--- src/rtl/wb_port_arbiter_pkg.sv ---
// Shared widths and the buffered write request type for the register-file
// write-port arbiter.
package wb_arb_pkg;
    localparam int REG_COUNT = 8;
    localparam int ADDR_W    = 3;
    localparam int DATA_W    = 16;

    typedef struct packed {
        logic [ADDR_W-1:0] addr;
        logic [DATA_W-1:0] data;
    } wb_req_t;

    function automatic logic [REG_COUNT-1:0] reg_onehot(input logic [ADDR_W-1:0] a);
        return {{(REG_COUNT-1){1'b0}}, 1'b1} << a;
    endfunction
endpackage

--- src/rtl/wb_port_arbiter_if.sv ---
// Writeback bus between the pipeline, the multi-cycle result source and the
// register file write port; slave is the arbiter side.
interface wb_port_arbiter_if;
    import wb_arb_pkg::*;

    logic                 p_valid;
    logic [ADDR_W-1:0]    p_addr;
    logic [DATA_W-1:0]    p_data;
    logic                 m_valid;
    logic                 m_ready;
    logic [ADDR_W-1:0]    m_addr;
    logic [DATA_W-1:0]    m_data;
    logic                 rf_we;
    logic [ADDR_W-1:0]    rf_a3;
    logic [DATA_W-1:0]    rf_wd3;
    logic [REG_COUNT-1:0] pending_mask;
    logic                 stall_req;

    modport slave (
        input  p_valid, p_addr, p_data, m_valid, m_addr, m_data,
        output m_ready, rf_we, rf_a3, rf_wd3, pending_mask, stall_req
    );

    modport master (
        output p_valid, p_addr, p_data, m_valid, m_addr, m_data,
        input  m_ready, rf_we, rf_a3, rf_wd3, pending_mask, stall_req
    );
endinterface

--- src/rtl/wb_port_arbiter_fifo.sv ---
// Power-of-two result buffer; exposes every slot and its valid bit so the
// arbiter can build the pending-write mask.
module wb_fifo
    import wb_arb_pkg::*;
#(
    parameter int DEPTH = 2
) (
    input  logic                     clk,
    input  logic                     rst,
    input  logic                     push_i,
    input  logic                     pop_i,
    input  wb_req_t                  din_i,
    output wb_req_t                  head_o,
    output logic                     full_o,
    output logic                     empty_o,
    output logic [$clog2(DEPTH):0]   count_o,
    output logic [DEPTH-1:0]         valid_o,
    output wb_req_t                  mem_o [DEPTH]
);
    localparam int PTR_W = $clog2(DEPTH);
    localparam int CNT_W = PTR_W + 1;

    wb_req_t            mem_q [DEPTH];
    logic [PTR_W-1:0]   wr_ptr_q, wr_ptr_d;
    logic [PTR_W-1:0]   rd_ptr_q, rd_ptr_d;
    logic [CNT_W-1:0]   count_q, count_d;
    logic               push_ok, pop_ok;
    logic [PTR_W-1:0]   off;

    assign full_o  = (count_q == CNT_W'(DEPTH));
    assign empty_o = (count_q == '0);
    assign push_ok = push_i && !full_o;
    assign pop_ok  = pop_i && !empty_o;

    always_comb begin
        wr_ptr_d = wr_ptr_q;
        rd_ptr_d = rd_ptr_q;
        if (push_ok) wr_ptr_d = wr_ptr_q + PTR_W'(1);
        if (pop_ok)  rd_ptr_d = rd_ptr_q + PTR_W'(1);
        count_d = count_q + CNT_W'(push_ok) - CNT_W'(pop_ok);
    end

    always_ff @(posedge clk) begin
        if (!rst) begin
            wr_ptr_q <= '0;
            rd_ptr_q <= '0;
            count_q  <= '0;
        end else begin
            wr_ptr_q <= wr_ptr_d;
            rd_ptr_q <= rd_ptr_d;
            count_q  <= count_d;
        end
    end

    // Payload storage carries no reset; occupancy is tracked by count_q alone.
    always_ff @(posedge clk) begin
        if (push_ok) mem_q[wr_ptr_q] <= din_i;
    end

    always_comb begin
        valid_o = '0;
        off     = '0;
        for (int i = 0; i < DEPTH; i++) begin
            off        = PTR_W'(i) - rd_ptr_q;
            valid_o[i] = ({1'b0, off} < count_q);
        end
    end

    assign head_o  = mem_q[rd_ptr_q];
    assign count_o = count_q;
    assign mem_o   = mem_q;
endmodule

--- src/rtl/wb_port_arbiter.sv ---
// Register-file write-port arbiter: pipeline writeback has fixed priority,
// multi-cycle results queue in wb_fifo. WBARB_STARVE_EN adds a stall request.
module wb_port_arbiter
    import wb_arb_pkg::*;
#(
    parameter int DEPTH        = 2,
    parameter int STARVE_LIMIT = 4
) (
    input  logic              clk,
    input  logic              rst,
    wb_port_arbiter_if.slave  bus
);
    localparam int CNT_W = $clog2(DEPTH) + 1;

    if (DEPTH < 2 || (DEPTH & (DEPTH - 1)) != 0 || STARVE_LIMIT < 1) begin : g_bad_param
        $error("wb_port_arbiter: DEPTH must be a power of two >= 2 and STARVE_LIMIT >= 1");
    end

    wb_req_t            head;
    wb_req_t            slots [DEPTH];
    logic [DEPTH-1:0]   slot_vld;
    logic [CNT_W-1:0]   count;
    logic               full, empty, push, pop;

    assign push        = bus.m_valid && !full;
    assign pop         = !bus.p_valid && !empty;
    assign bus.m_ready = (count < CNT_W'(DEPTH));

    wb_fifo #(.DEPTH(DEPTH)) u_fifo (
        .clk     (clk),
        .rst     (rst),
        .push_i  (push),
        .pop_i   (pop),
        .din_i   ({bus.m_addr, bus.m_data}),
        .head_o  (head),
        .full_o  (full),
        .empty_o (empty),
        .count_o (count),
        .valid_o (slot_vld),
        .mem_o   (slots)
    );

    always_comb begin
        bus.rf_we  = 1'b0;
        bus.rf_a3  = '0;
        bus.rf_wd3 = '0;
        if (bus.p_valid) begin
            bus.rf_we  = 1'b1;
            bus.rf_a3  = bus.p_addr;
            bus.rf_wd3 = bus.p_data;
        end else if (!empty) begin
            bus.rf_we  = 1'b1;
            bus.rf_a3  = head.addr;
            bus.rf_wd3 = head.data;
        end
    end

    always_comb begin
        bus.pending_mask = '0;
        for (int i = 0; i < DEPTH; i++) begin
            if (slot_vld[i]) bus.pending_mask = bus.pending_mask | reg_onehot(slots[i].addr);
        end
    end

`ifdef WBARB_STARVE_EN
    localparam int SC_W = $clog2(STARVE_LIMIT + 1);

    logic [SC_W-1:0] starve_q, starve_d;
    logic            stall_q, stall_d;

    // Counts edges where a buffered write was blocked by P; saturates at the limit.
    always_comb begin
        starve_d = starve_q;
        stall_d  = stall_q;
        if (pop || empty) begin
            starve_d = '0;
        end else if (bus.p_valid && starve_q != SC_W'(STARVE_LIMIT)) begin
            starve_d = starve_q + SC_W'(1);
        end
        if (pop) begin
            stall_d = 1'b0;
        end else if (starve_d == SC_W'(STARVE_LIMIT)) begin
            stall_d = 1'b1;
        end
    end

    always_ff @(posedge clk) begin
        if (!rst) begin
            starve_q <= '0;
            stall_q  <= 1'b0;
        end else begin
            starve_q <= starve_d;
            stall_q  <= stall_d;
        end
    end

    assign bus.stall_req = stall_q;
`else
    assign bus.stall_req = 1'b0;
`endif
endmodule
--- src/flat_wrapper.sv ---
// flat-port wrapper written by rule: the top's interface ports become plain ports
module wb_port_arbiter_flat import wb_arb_pkg::*;
#(
    parameter int DEPTH        = 2,
    parameter int STARVE_LIMIT = 4
)
  (clk, rst, bus_p_valid, bus_p_addr, bus_p_data, bus_m_valid, bus_m_addr, bus_m_data, bus_m_ready, bus_rf_we, bus_rf_a3, bus_rf_wd3, bus_pending_mask, bus_stall_req);
  wb_port_arbiter_if bus_i ();
  input  logic clk;
  input  logic rst;
  input wire logic [$bits(bus_i.p_valid)-1:0] bus_p_valid;
  input wire logic [$bits(bus_i.p_addr)-1:0] bus_p_addr;
  input wire logic [$bits(bus_i.p_data)-1:0] bus_p_data;
  input wire logic [$bits(bus_i.m_valid)-1:0] bus_m_valid;
  input wire logic [$bits(bus_i.m_addr)-1:0] bus_m_addr;
  input wire logic [$bits(bus_i.m_data)-1:0] bus_m_data;
  output wire logic [$bits(bus_i.m_ready)-1:0] bus_m_ready;
  output wire logic [$bits(bus_i.rf_we)-1:0] bus_rf_we;
  output wire logic [$bits(bus_i.rf_a3)-1:0] bus_rf_a3;
  output wire logic [$bits(bus_i.rf_wd3)-1:0] bus_rf_wd3;
  output wire logic [$bits(bus_i.pending_mask)-1:0] bus_pending_mask;
  output wire logic [$bits(bus_i.stall_req)-1:0] bus_stall_req;
  assign bus_i.p_valid = bus_p_valid;
  assign bus_i.p_addr = bus_p_addr;
  assign bus_i.p_data = bus_p_data;
  assign bus_i.m_valid = bus_m_valid;
  assign bus_i.m_addr = bus_m_addr;
  assign bus_i.m_data = bus_m_data;
  assign bus_m_ready = bus_i.m_ready;
  assign bus_rf_we = bus_i.rf_we;
  assign bus_rf_a3 = bus_i.rf_a3;
  assign bus_rf_wd3 = bus_i.rf_wd3;
  assign bus_pending_mask = bus_i.pending_mask;
  assign bus_stall_req = bus_i.stall_req;
  wb_port_arbiter #(.DEPTH(DEPTH), .STARVE_LIMIT(STARVE_LIMIT)) u_core (.clk(clk), .rst(rst), .bus(bus_i));
endmodule
--- config.mk ---
export PLATFORM = sky130hd
export DESIGN_NAME = wb_port_arbiter_flat
export DESIGN_NICKNAME = d
export VERILOG_FILES = /design/src/rtl/wb_port_arbiter_pkg.sv /design/src/rtl/wb_port_arbiter_if.sv /design/src/rtl/wb_port_arbiter_fifo.sv /design/src/rtl/wb_port_arbiter.sv /design/src/flat_wrapper.sv
export SDC_FILE = /design/constraint.sdc
export NUM_CORES = 1
export LEC_CHECK = 0
export ABC_AREA = 0
export CORE_MARGIN = 8
export CORE_UTILIZATION = 39
export DETAILED_ROUTE_END_ITERATION = 10
export PLACE_DENSITY_LB_ADDON = 0.12
export SLEW_MARGIN = 20
export SYNTH_ARGS = -nofsm -noshare
export SYNTH_HDL_FRONTEND = slang
export SYNTH_SLANG_ARGS = --single-unit
export TNS_END_PERCENT = 50
--- constraint.sdc ---
create_clock -name clk -period 1.99 [get_ports clk]
set_input_delay 0.398 -clock clk [delete_from_list [all_inputs] [get_ports clk]]
set_output_delay 0.398 -clock clk [all_outputs]
set_load 0.005 [all_outputs]
======== Yosys cells after proc, flatten, opt, wreduce, memory -nomap -nowiden ========
Index checks and enable logic that the tools add are counted.
cells by class
  bitwise logic cells ..................... 3
  mux-type cells .......................... 14
  $add $sub $neg .......................... 6
  equal/unequal tests ..................... 1
  shifts and indexed selects .............. 2
  reduce and logical (&&, ||, !) cells .... 9
  magnitude comparators ................... 6
operators with widths
  cell                 count
  $mux 19              4
  $bwmux 38            1
  $mux 16              2
  $demux 19 s1         1
  $mux 8               2
  $shl 1x3->8 const A  2
  $or 8x8->8           1
  $mux 3               2
  $logic_and 1x1->1    5
  $ge 2x2->1 const B   2
  $lt 1x2->1           2
  $not 1->2            2
  $logic_not 1->1      3
  $add 1x1->1 const B  2
  $add 2x1->2          1
  $eq 2x2->1 const B   1
  $logic_not 2->1      1
  $lt 2x1->1 const B   1
  $lt 2x2->1 const B   1
  $mux 1               2
  $sub 1x1->1 const A  2
  $sub 2x1->2          1
storage, ports and cells
  output and inout bits ................... 30
  bits in registers ....................... 42

======== Longest topological paths before layout ========
Gate-level depths: netlist of the first run.
  depth after elaboration ................. 6
  mapped depth ............................ 7
  mapped depth without buffers ............ 6

======== Modules after synthesis ========
From an unflattened synthesis of the first run, not the netlist that was laid out.
second synthesis, totals
  cells, all modules ...................... 136
  area, all modules ....................... 1954.4 sq um
by module, submodules not included
  module           cells each  seq. area each (sq um)  times used  area each (sq um)
  wb_fifo          87          1221.2                  1           1607.8
  wb_port_arbiter  49          0.0                     1           346.6

======== Worst setup path before layout of the first run ========
Ideal clock, no wire load.
  path type ............................... reg2reg
  start point ............................. register u_core.u_fifo.count_q[0] (netlist: u_core.u_fifo.count_o[0])
  end point ............................... register u_core.u_fifo.mem_q (netlist bit u_core.u_fifo.mem_o[0]), enable pin
  library setup time ...................... 0.395 ns
  required time ........................... 1.595 ns
  path buffers ............................ 0
  slack ................................... 0.120 ns
  data arrival time ....................... 1.475 ns
  cell stages (with the launch flop) ...... 4
  period minus slack after synthesis ...... 1.870 ns
  path through ............................ dfxtp_1 nand2b_1 nand2_1 nor2_1
between the ends
  word-level cells in the longest chain between the ends .. 4
ends and longest elaborated chain
  element                        line                                               RTL
  start, declared                wb_port_arbiter_fifo.sv:26                         logic [CNT_W-1:0] count_q, count_d;
  start signal, assigned         wb_port_arbiter_fifo.sv:51                         count_q <= count_d;
  $eq 2x2->1 *                   wb_port_arbiter_fifo.sv:30                         assign full_o = (count_q == CNT_W'(DEPTH));
  $logic_not 1->1 *              wb_port_arbiter_fifo.sv:32, wb_port_arbiter.sv:25
  $logic_and 1x1->1              wb_port_arbiter.sv:25                              assign push = bus.m_valid && !full;
  $logic_and 1x1->1 *            wb_port_arbiter_fifo.sv:32                         assign push_ok = push_i && !full_o;
  end signal, assigned by index  wb_port_arbiter_fifo.sv:57                         if (push_ok) mem_q[wr_ptr_q] <= din_i;
  end, declared                  wb_port_arbiter_fifo.sv:23                         wb_req_t mem_q [DEPTH];
Every way passes the cells marked *; elsewhere a longest branch is shown, timed or not.
A chain may end at the register's enable or synchronous reset.

======== Worst setup path after layout of the first run ========
  start point ............................. input bus_p_valid
  end point ............................... output bus_rf_wd3[5]
between the ends
  word-level cells in the longest chain between the ends .. 1
ends and longest elaborated chain
  element          line                   RTL
  start, declared  flat_wrapper.sv:11     input wire logic [$bits(bus_i.p_valid)-1:0] bus_p_valid;
  $mux 16          wb_port_arbiter.sv:47  if (bus.p_valid) begin
  end, declared    flat_wrapper.sv:20     output wire logic [$bits(bus_i.rf_wd3)-1:0] bus_rf_wd3;
Every way passes these cells.

==> flow_metrics.tcl, run 1 <==
set metrics [dict create \
    cts_setup_buffers 0 \
    synth_common_cells "38 x edfxtp_1, 23 x nand2_1, 20 x mux2i_1, 19 x o21ai_0, 7 x nand2b_1" \
    rsz0062_at_grt "no" \
    gp_congestion 0.879 \
    cp_max_fo 11 \
    drt_wl_total_um 4610 \
    synth_cell_types 33 \
    synthFlopType "edfxtp_1" \
    crit_top_cell "dlygate4sd2_1" \
    ant_nets 0 \
    wl_per_cell_um 15.3 \
    syn2layout_area_growth_pct 49.6 \
    crit_chain "dlygate4sd2_1 > o21bai_2 > buf_12 > o21ai_0 > dlygate4sd2_1" \
    busiest_layer "met2" \
    post-place-ws_ps -363 \
    synth_area_leader_cell "edfxtp_1" \
    cp.arrival_ps 1520 \
    synth_cells 153 \
    ctsRootBufferMaster "clkbuf_8" \
    period_share 0.965 \
    postSynthAreaPerCell_um2 12.6 \
    start_kind "primary input" \
    first_global_vias 1587 \
    numCtsBuffers 5 \
    synth-seq-cells 42 \
    outcome "completed" \
    synth_top_area_share 0.594 \
    synth_edf_count 38 \
    slowest_delay_ps 280 \
    critPathSlowestCell "dlygate4sd2_1" \
    powerDensity_mw_per_mm2 832 \
    fmax_mhz 521 \
    cap_violations 0 \
    p_leak_nw 1.12 \
    finalMaxSlewViolations 0 \
    drive_above_1_share 0.115 \
    met2_usage 0.229 \
    setup_viol 0 \
    num_vias 1452 \
    fin_nets 276 \
    die_x_um 86.2 \
    fp-row-count 25 \
    fin_crit_ps 1920 \
    grtUsageMet1 0.128 \
    nFillCells 402 \
    grt-ovfl-total 0 \
    io-pin-count 72 \
    insertion_delay_ps 280 \
    grt_start_max_net_pins 24 \
    hold_viol 0 \
    async_flop_share 0 \
    drc 0 \
    port_buffers 70 \
    ir_drop_mv 0.555 \
    grtUsageMet3 0.0577 \
    seq_area_frac_synth 0.636 \
    cts_tree "yes" \
    antenna_found_initial 0 \
    cts.sinks 42 \
    dr.pass1.iters 4 \
    clock_skew_ps 4.99 \
    core_area_mm2 0.00472 \
    htreeDepth 2 \
    critPathCaptureType "output port" \
    yosys-top-cells-area "edfxtp_1 59%, mux2i_1 10%, o21ai_0 5.0%" \
    yosysWarningCount 0 \
    netlist_area_mm2 0.00192 \
    ctsLongestPathBuffers 2 \
    critical_path_class "primary input to output port" \
    fp.dieArea_mm2 0.00743 \
    fin_hold_ws_ps 570 \
    hold_class "flip-flop to flip-flop" \
    n_antenna_cell 0 \
    drtIter0Drc 50 \
    syn_nets 196 \
    cp_data_required_time_ps 1590 \
    setup_slack_ps 68.8 \
    dp_hpwl_um 3450 \
    die_h_um 86.2 \
    grt_first_pass_wirelength_um 7450 \
    track_usage 0.128 \
    holdBufCountCts 0 \
    post_drt_via_cell_ratio 4.82 \
    start_util 0.407 \
    synth_most_common_cell "edfxtp_1" \
    path_clk_slew_ps 70 \
]
[power by group]
part / switching [W] / total (W) / leakage (nW) / internal (W)
clock: 0.000256 / 0.000490 / 0.0407 / 0.000234
sequential: 0.0000539 / 0.00113 / 0.390 / 0.00107
combinational: 0.000343 / 0.000770 / 0.686 / 0.000428
total: 0.000653 / 0.00239 / 1.12 / 0.00174
[sequential cells by signal, summed over array words and instances (netlist names)]
name / flops
u_core.u_fifo.count_o: 2
u_core.u_fifo.mem_o: 38
u_core.u_fifo.rd_ptr_q: 1
u_core.u_fifo.wr_ptr_q: 1
[cell type report]
| cell class | instances | area, µm² | share of cell area |
|---|---|---|---|
| Clock buffer | 5 | 68.8 | 0.0240 |
| Timing Repair Buffer | 81 | 806 | 0.280 |
| Sequential cell | 42 | 1230 | 0.427 |
| Tap cell | 67 | 83.8 | 0.0292 |
| Multi-Input combinational cell | 100 | 664 | 0.231 |
| Inverter | 3 | 11.3 | 0.00392 |
| Clock inverter | 3 | 11.3 | 0.00392 |
[worst max-delay path, delay by kind of cell]
family | cells | cell delay (ps)
buffers and inverters | 3 | 700
AO/OA/AOI/OAI | 2 | 420
[metal layers]
| metal | vias to the layer above | wire, µm |
|---|---|---|
| li1 | 720 | - |
| met1 | 676 | 1800 |
| met2 | 48 | 2370 |
| met3 | 8 | 363 |
| met4 | 0 | 80 |
| met5 | - | 0 |
[cell families (layout without fill, tap and decap cells)]
kind of cell	after synthesis	in the layout	share of synthesized area
flops	42	42	0.636
simple gates	41	41	0.0997
compound gates	36	36	0.117
mux	20	20	0.104
buf+inv	11	92	0.0306
fa+ha+maj	1	1	0.00651
other cells	1	1	0.00195
xor+xnor	1	1	0.00456
[layout by cell type, fill, tap and decap left out, drive strengths merged, types with 3 or more instances in the layout]
cell type,synthesis,final
clkdlybuf4s50,0,41
edfxtp,38,38
dlygate4sd2,0,26
nand2,23,23
mux2i,20,20
o21ai,20,20
buf,5,11
nand2b,7,7
o22ai,6,6
clkbuf,3,5
dfxtp,4,4
inv,3,3
clkinv,0,3
[per-stage QoR]
step / cells / instance area, µm² / power, W / TNS [ps] / util
2_1_floorplan: 153 / 1920 / 0.00151 / 0 / -
3_3_place_gp: 293 / 2780 / 0.00194 / -6600 / 0.589
3_5_place_dp: 293 / 2780 / 0.00196 / -6680 / 0.589
4_1_cts: 301 / 2860 / 0.00241 / -137 / 0.605
5_1_grt: 301 / 2870 / 0.00253 / 0 / 0.608
6_report: 301 / 2870 / 0.00239 / 0 / 0.608
[repair_timing]
action	in CTS	in global routing
gates resized for setup	37	7
endpoints found under the setup margin	28	5
hold endpoints to repair	0	0
[path summary, 6_finish.rpt]
path | startpoint | to | slack, ps | cells past startpoint
setup reg to reg | u_core.u_fifo.count_o[0]$_SDFF_PN0_ | u_core.u_fifo.count_o[0]$_SDFF_PN0_ | 440 | 6
hold / removal | u_core.u_fifo.wr_ptr_q$_SDFFE_PN0P_ | u_core.u_fifo.wr_ptr_q$_SDFFE_PN0P_ | 570 | 3
setup / recovery | bus_p_valid | bus_rf_wd3[5] | 70 | 5
hold reg to reg | u_core.u_fifo.wr_ptr_q$_SDFFE_PN0P_ | u_core.u_fifo.wr_ptr_q$_SDFFE_PN0P_ | 570 | 3
Note: power is estimated with default switching activity, not from simulation.
==> inputs of run 2 (changes only) <==
--- a/config.mk
+++ b/config.mk
@@ -7,9 +7,10 @@
 export LEC_CHECK = 0
 export ABC_AREA = 0
 export CORE_MARGIN = 8
-export CORE_UTILIZATION = 39
+export CORE_UTILIZATION = 47
+export CTS_CLUSTER_SIZE = 10
 export DETAILED_ROUTE_END_ITERATION = 10
-export PLACE_DENSITY_LB_ADDON = 0.12
+export PLACE_DENSITY = 0.85
 export SLEW_MARGIN = 20
 export SYNTH_ARGS = -nofsm -noshare
 export SYNTH_HDL_FRONTEND = slang
==> constraint.sdc (replaced) <==
create_clock -name clk -period 2.5 [get_ports clk]
set_input_delay 0.5 -clock clk [delete_from_list [all_inputs] [get_ports clk]]
set_output_delay 0.5 -clock clk [all_outputs]
set_load 0.005 [all_outputs]
==> flow_metrics.tcl, run 2 (synthesis gave the netlist of run 1 again) <==
set metrics [dict create \
    outcome "completed" \
    wl_per_cell_um 16.4 \
    critPathSlowestCell "clkdlybuf4s50_1" \
    combPwrFrac 0.303 \
    finalSetupTns_ps 0 \
    drt_wl_total_um 4600 \
    final_common_cell "clkdlybuf4s50_1" \
    hold_viol 0 \
    powerDensity_mw_per_mm2 675 \
    grt_start_max_net_pins 23 \
    setup_viol 0 \
    crit_top_cell "clkdlybuf4s50_1" \
    antenna_found_initial 0 \
    ctsLongestPathBuffers 2 \
    r2r_setup_slack_ps 950 \
    cts_tree "yes" \
    track_usage 0.149 \
    port_buffers 70 \
    rsz0062_at_grt "no" \
    core_area_mm2 0.00397 \
    path_clk_slew_ps 70 \
    cp_max_fo 22 \
    fp-row-count 23 \
    period_share 0.954 \
    cap_violations 0 \
    drtIter0Drc 80 \
    nFillCells 290 \
    critPathCaptureType "output port" \
    start_kind "primary input" \
    hold_depth 3 \
    dr.pass1.iters 4 \
    r2r-end "u_core.u_fifo.count_o[0]$_SDFF_PN0_" \
    die_h_um 79.9 \
    gp_congestion 0.760 \
    fin_nets 273 \
    postPlaceCellArea_mm2 0.00270 \
    intPower_w 0.00135 \
    first_global_vias 1543 \
    cts.sinks 42 \
    ctsRootBufferMaster "clkbuf_8" \
    dp_hpwl_um 3620 \
    finalMaxSlewViolations 0 \
    largest_reg_flops 38 \
    cp_data_required_time_ps 2000 \
    start_util 0.484 \
    clock_skew_ps 3.44 \
    ir_drop_mv 0.510 \
    ant_nets 0 \
    p_sw_w 0.000513 \
    pwr-share-seq 0.485 \
    p_leak_nw 1.02 \
    mostFrequentLayoutCells "52 x clkdlybuf4s50_1, 38 x edfxtp_1, 23 x nand2_1, 20 x mux2i_1, 18 x dlygate4sd2_1" \
    htreeDepth 2 \
    post_drt_via_cell_ratio 5.27 \
    io-pin-count 72 \
    cp.arrival_ps 1890 \
    grt-ovfl-total 0 \
    fmax_mhz 419 \
    drc 0 \
    drive_above_1_share 0.0913 \
    crit_chain "clkdlybuf4s50_1 > buf_6 > nand2_1 > o21ai_0 > clkdlybuf4s50_1" \
    num_vias 1475 \
    syn2layout_area_growth_pct 43.9 \
    finalInstanceArea_mm2 0.00276 \
    fp.dieArea_mm2 0.00639 \
    multi_input_area_um2 643 \
    seq_area_mm2 0.00122 \
    whs_endpoint "u_core.u_fifo.wr_ptr_q$_SDFFE_PN0P_" \
    n_antenna_cell 0 \
    insertion_delay_ps 280 \
    grt_first_pass_wirelength_um 7420 \
    r2r_cells 5 \
    hold_class "flip-flop to flip-flop" \
    die_x_um 79.9 \
    critical_path_class "primary input to output port" \
    clockPowerShare 0.213 \
    fin_crit_ps 2390 \
    holdCritStartpoint "u_core.u_fifo.wr_ptr_q$_SDFFE_PN0P_" \
    r2r_start "u_core.u_fifo.count_o[0]$_SDFF_PN0_" \
    swShare 0.275 \
    numCtsBuffers 5 \
    slowest_delay_ps 530 \
]
run 2: what timing repair did:
item / 4_1_cts / 5_1_grt
cloned: 0 / 0
pin swaps: 0 / 0
buffers inserted: 0 / 0
resized for setup: 22 / 4
hold buffers: 0 / 0
setup endpoints to repair: 18 / 4
run 2: through the flow:
stage	utilization	std cells	total power, W	hold slack, ps	setup slack, ps
floorplan	-	153	0.00120	511	630
global placement	0.680	273	0.00150	540	-57.3
detailed placement	0.680	273	0.00151	572	-78.1
CTS	0.694	280	0.00188	584	50.5
global route	0.696	280	0.00197	628	27.1
finish	0.696	280	0.00187	581	114
run 2: worst max path at each step:
| stage | cells after the start | slack, ps | endpoint | start |
|---|---|---|---|---|
| after floorplan | 3 | 630 | u_core.u_fifo.mem_o[0]$_DFFE_PP_ | u_core.u_fifo.count_o[0]$_SDFF_PN0_ |
| after CTS | 4 | 50 | bus_pending_mask[0] | u_core.u_fifo.count_o[0]$_SDFF_PN0_ |
| after detailed placement | 5 | -80 | bus_rf_wd3[0] | bus_p_valid |
| after global placement | 5 | -60 | bus_rf_a3[0] | bus_p_valid |
| after global routing | 5 | 30 | bus_rf_a3[2] | bus_p_valid |
| final | 5 | 110 | bus_rf_a3[2] | bus_p_valid |
run 2: cell type report:
type                    count  share of cell area
flip-flops and latches     42               0.443
repair buffers             78               0.268
multi-input cells         100               0.233
clock buffers               6              0.0263
well taps                  50              0.0226
inverters                   3             0.00407
clock inverters             1             0.00272
run 2: routing by layer:
layer	share of wire	GRT usage
met2	0.51	0.247
met3	0.082	0.0574
met4	0.036	0.0891
met1	0.38	0.157
met5	0	0
run 2: critical path, delay by kind of cell:
kind | cells | cell delay, ps
AO/OA/AOI/OAI | 1 | 80
AND/OR/NAND/NOR | 1 | 60
buffers and inverters | 3 | 1240
run 2: power by group through the flow:
stage	Sequential [W]	Combinational [W]	Clock (W)
floorplan	0.000894	0.000311	0
global placement	0.000912	0.000585	0
detailed placement	0.000915	0.000600	0
CTS	0.000900	0.000570	0.000410
global route	0.000914	0.000618	0.000443
finish	0.000904	0.000564	0.000397
==> inputs of run 3 (changes only) <==
--- a/config.mk
+++ b/config.mk
@@ -7,10 +7,10 @@
 export LEC_CHECK = 0
 export ABC_AREA = 0
 export CORE_MARGIN = 8
-export CORE_UTILIZATION = 47
+export CORE_UTILIZATION = 46
 export CTS_CLUSTER_SIZE = 10
 export DETAILED_ROUTE_END_ITERATION = 10
-export PLACE_DENSITY = 0.85
+export PLACE_DENSITY = 0.84
 export SLEW_MARGIN = 20
 export SYNTH_ARGS = -nofsm -noshare
 export SYNTH_HDL_FRONTEND = slang
==> flow_metrics.tcl, run 3 (synthesis gave the netlist of run 1 again) <==
set metrics [dict create \
    cp_max_fo 20 \
    ir_drop_mv 0.760 \
    hold_depth 3 \
    insertion_delay_ps 280 \
    outcome "completed" \
    fin_crit_ps 2460 \
    fin_cells 280 \
    start_kind "primary input" \
    antenna_found_initial 0 \
    n_antenna_cell 0 \
    dp_cells 273 \
    core_area_mm2 0.00400 \
    track_usage 0.142 \
    critPathCaptureType "output port" \
    powerDensity_mw_per_mm2 696 \
    cp.arrival_ps 1960 \
    post-place-ws_ps -49.4 \
    dr.pass1.iters 4 \
    syn2layout_area_growth_pct 48.7 \
    holdCritStartpoint "u_core.u_fifo.wr_ptr_q$_SDFFE_PN0P_" \
    largest_reg_flops 38 \
    numCtsBuffers 5 \
    setup_viol 0 \
    drc 0 \
    first_global_vias 1527 \
    fin_nets 273 \
    start_util 0.480 \
    gp_congestion 0.823 \
    postPlaceCellArea_mm2 0.00272 \
    num_vias 1448 \
    cts_tree "yes" \
    grt_first_pass_wirelength_um 7110 \
    p_total_w 0.00199 \
    die_x_um 80.6 \
    post_drt_via_cell_ratio 5.17 \
    drive_above_1_share 0.0870 \
    swShare 0.260 \
    die_h_um 80.6 \
    dp_hpwl_um 3660 \
    whs_endpoint "u_core.u_fifo.wr_ptr_q$_SDFFE_PN0P_" \
    r2r_start "u_core.u_fifo.count_o[0]$_SDFF_PN0_" \
    combPwrFrac 0.299 \
    r2r-end "u_core.u_fifo.count_o[0]$_SDFF_PN0_" \
    r2r_cells 5 \
    p_sw_w 0.000517 \
    finalInstanceArea_mm2 0.00286 \
    cts.sinks 42 \
    hold_class "flip-flop to flip-flop" \
    ctsRootBufferMaster "clkbuf_8" \
    finalMaxSlewViolations 0 \
    grt-ovfl-total 0 \
    io-pin-count 72 \
    drtIter0Drc 71 \
    drt_wl_total_um 4670 \
    grt_start_max_net_pins 21 \
    path_clk_slew_ps 70 \
    nFillCells 279 \
    ant_nets 0 \
    critical_path_class "primary input to output port" \
    fmax_mhz 406 \
    cp_data_required_time_ps 2000 \
    fp-row-count 23 \
    pwr-share-seq 0.452 \
    r2r_setup_slack_ps 960 \
    intPower_w 0.00147 \
    ctsLongestPathBuffers 2 \
    clockPowerShare 0.249 \
    p_leak_nw 1.17 \
    clock_skew_ps 6.19 \
    fp.dieArea_mm2 0.00650 \
    hold_viol 0 \
    period_share 0.985 \
    finalSetupTns_ps 0 \
    mostFrequentLayoutCells "53 x clkdlybuf4s50_1, 38 x edfxtp_1, 23 x nand2_1, 20 x mux2i_1, 15 x o21ai_0" \
    wl_per_cell_um 16.7 \
    htreeDepth 2 \
    setup_slack_ps 38.0 \
    cap_violations 0 \
    final_common_cell "clkdlybuf4s50_1" \
    port_buffers 70 \
]
run 3: metrics by stage:
step                utilization  hold slack, ps
floorplan                     -             511
global placement          0.681             538
detailed placement        0.681             553
CTS                       0.705             563
global route              0.714             606
finish                    0.714             561
run 3: worst max-delay path by stage:
stage / start / to / slack, ps / cells after the start
finish: bus_p_valid / bus_rf_a3[0] / 40 / 5
global route: bus_p_valid / bus_rf_a3[0] / -0.04 / 5
CTS: bus_p_valid / bus_rf_wd3[2] / 2 / 5
detailed placement: bus_p_valid / bus_rf_a3[2] / -50 / 5
global placement: bus_p_valid / bus_rf_a3[0] / -9 / 5
floorplan: u_core.u_fifo.count_o[0]$_SDFF_PN0_ / u_core.u_fifo.mem_o[0]$_DFFE_PP_ / 630 / 3
run 3: final cells by class:
| type | instances | area (µm²) | share of cell area |
|---|---|---|---|
| clock buffer | 5 | 68.8 | 0.0241 |
| timing repair buffer | 78 | 813 | 0.285 |
| clock inverter | 2 | 33.8 | 0.0118 |
| multi-input combinational | 100 | 643 | 0.225 |
| sequential | 42 | 1220 | 0.428 |
| tap | 50 | 62.6 | 0.0219 |
| inverter | 3 | 11.3 | 0.00394 |
run 3: critical path, stage by stage:
cell and delay, ps:
clkdlybuf4s50_1 410, o21bai_2 210, buf_12 160, o21ai_1 150, clkdlybuf4s50_1 530
run 3: timing repair:
action                                  CTS  global route
hold buffers                              0             0
hold endpoints to repair                  0             0
buffers inserted                          0             0
pin swaps                                 0             0
endpoints found under the setup margin    6            20
gates resized for setup                   6            17
cloned                                    0             0
run 3: power by group through the flow:
stage	Clock (W)	Combinational [W]	Sequential (W)
after floorplan	0	0.000311	0.000894
after global placement	0	0.000601	0.000906
after detailed placement	0	0.000620	0.000911
after CTS	0.000497	0.000614	0.000896
after global routing	0.000525	0.000644	0.000908
final	0.000495	0.000593	0.000899
run 3: per-layer routing:
metal	routed length (µm)	part of all wire	up-vias	global-route usage
met3	291	0.062	6	0.0446
met2	2490	0.53	44	0.253
met4	91	0.019	0	0.0636
met1	1800	0.38	683	0.148
met5	0	0	-	0
li1	-	-	715	-
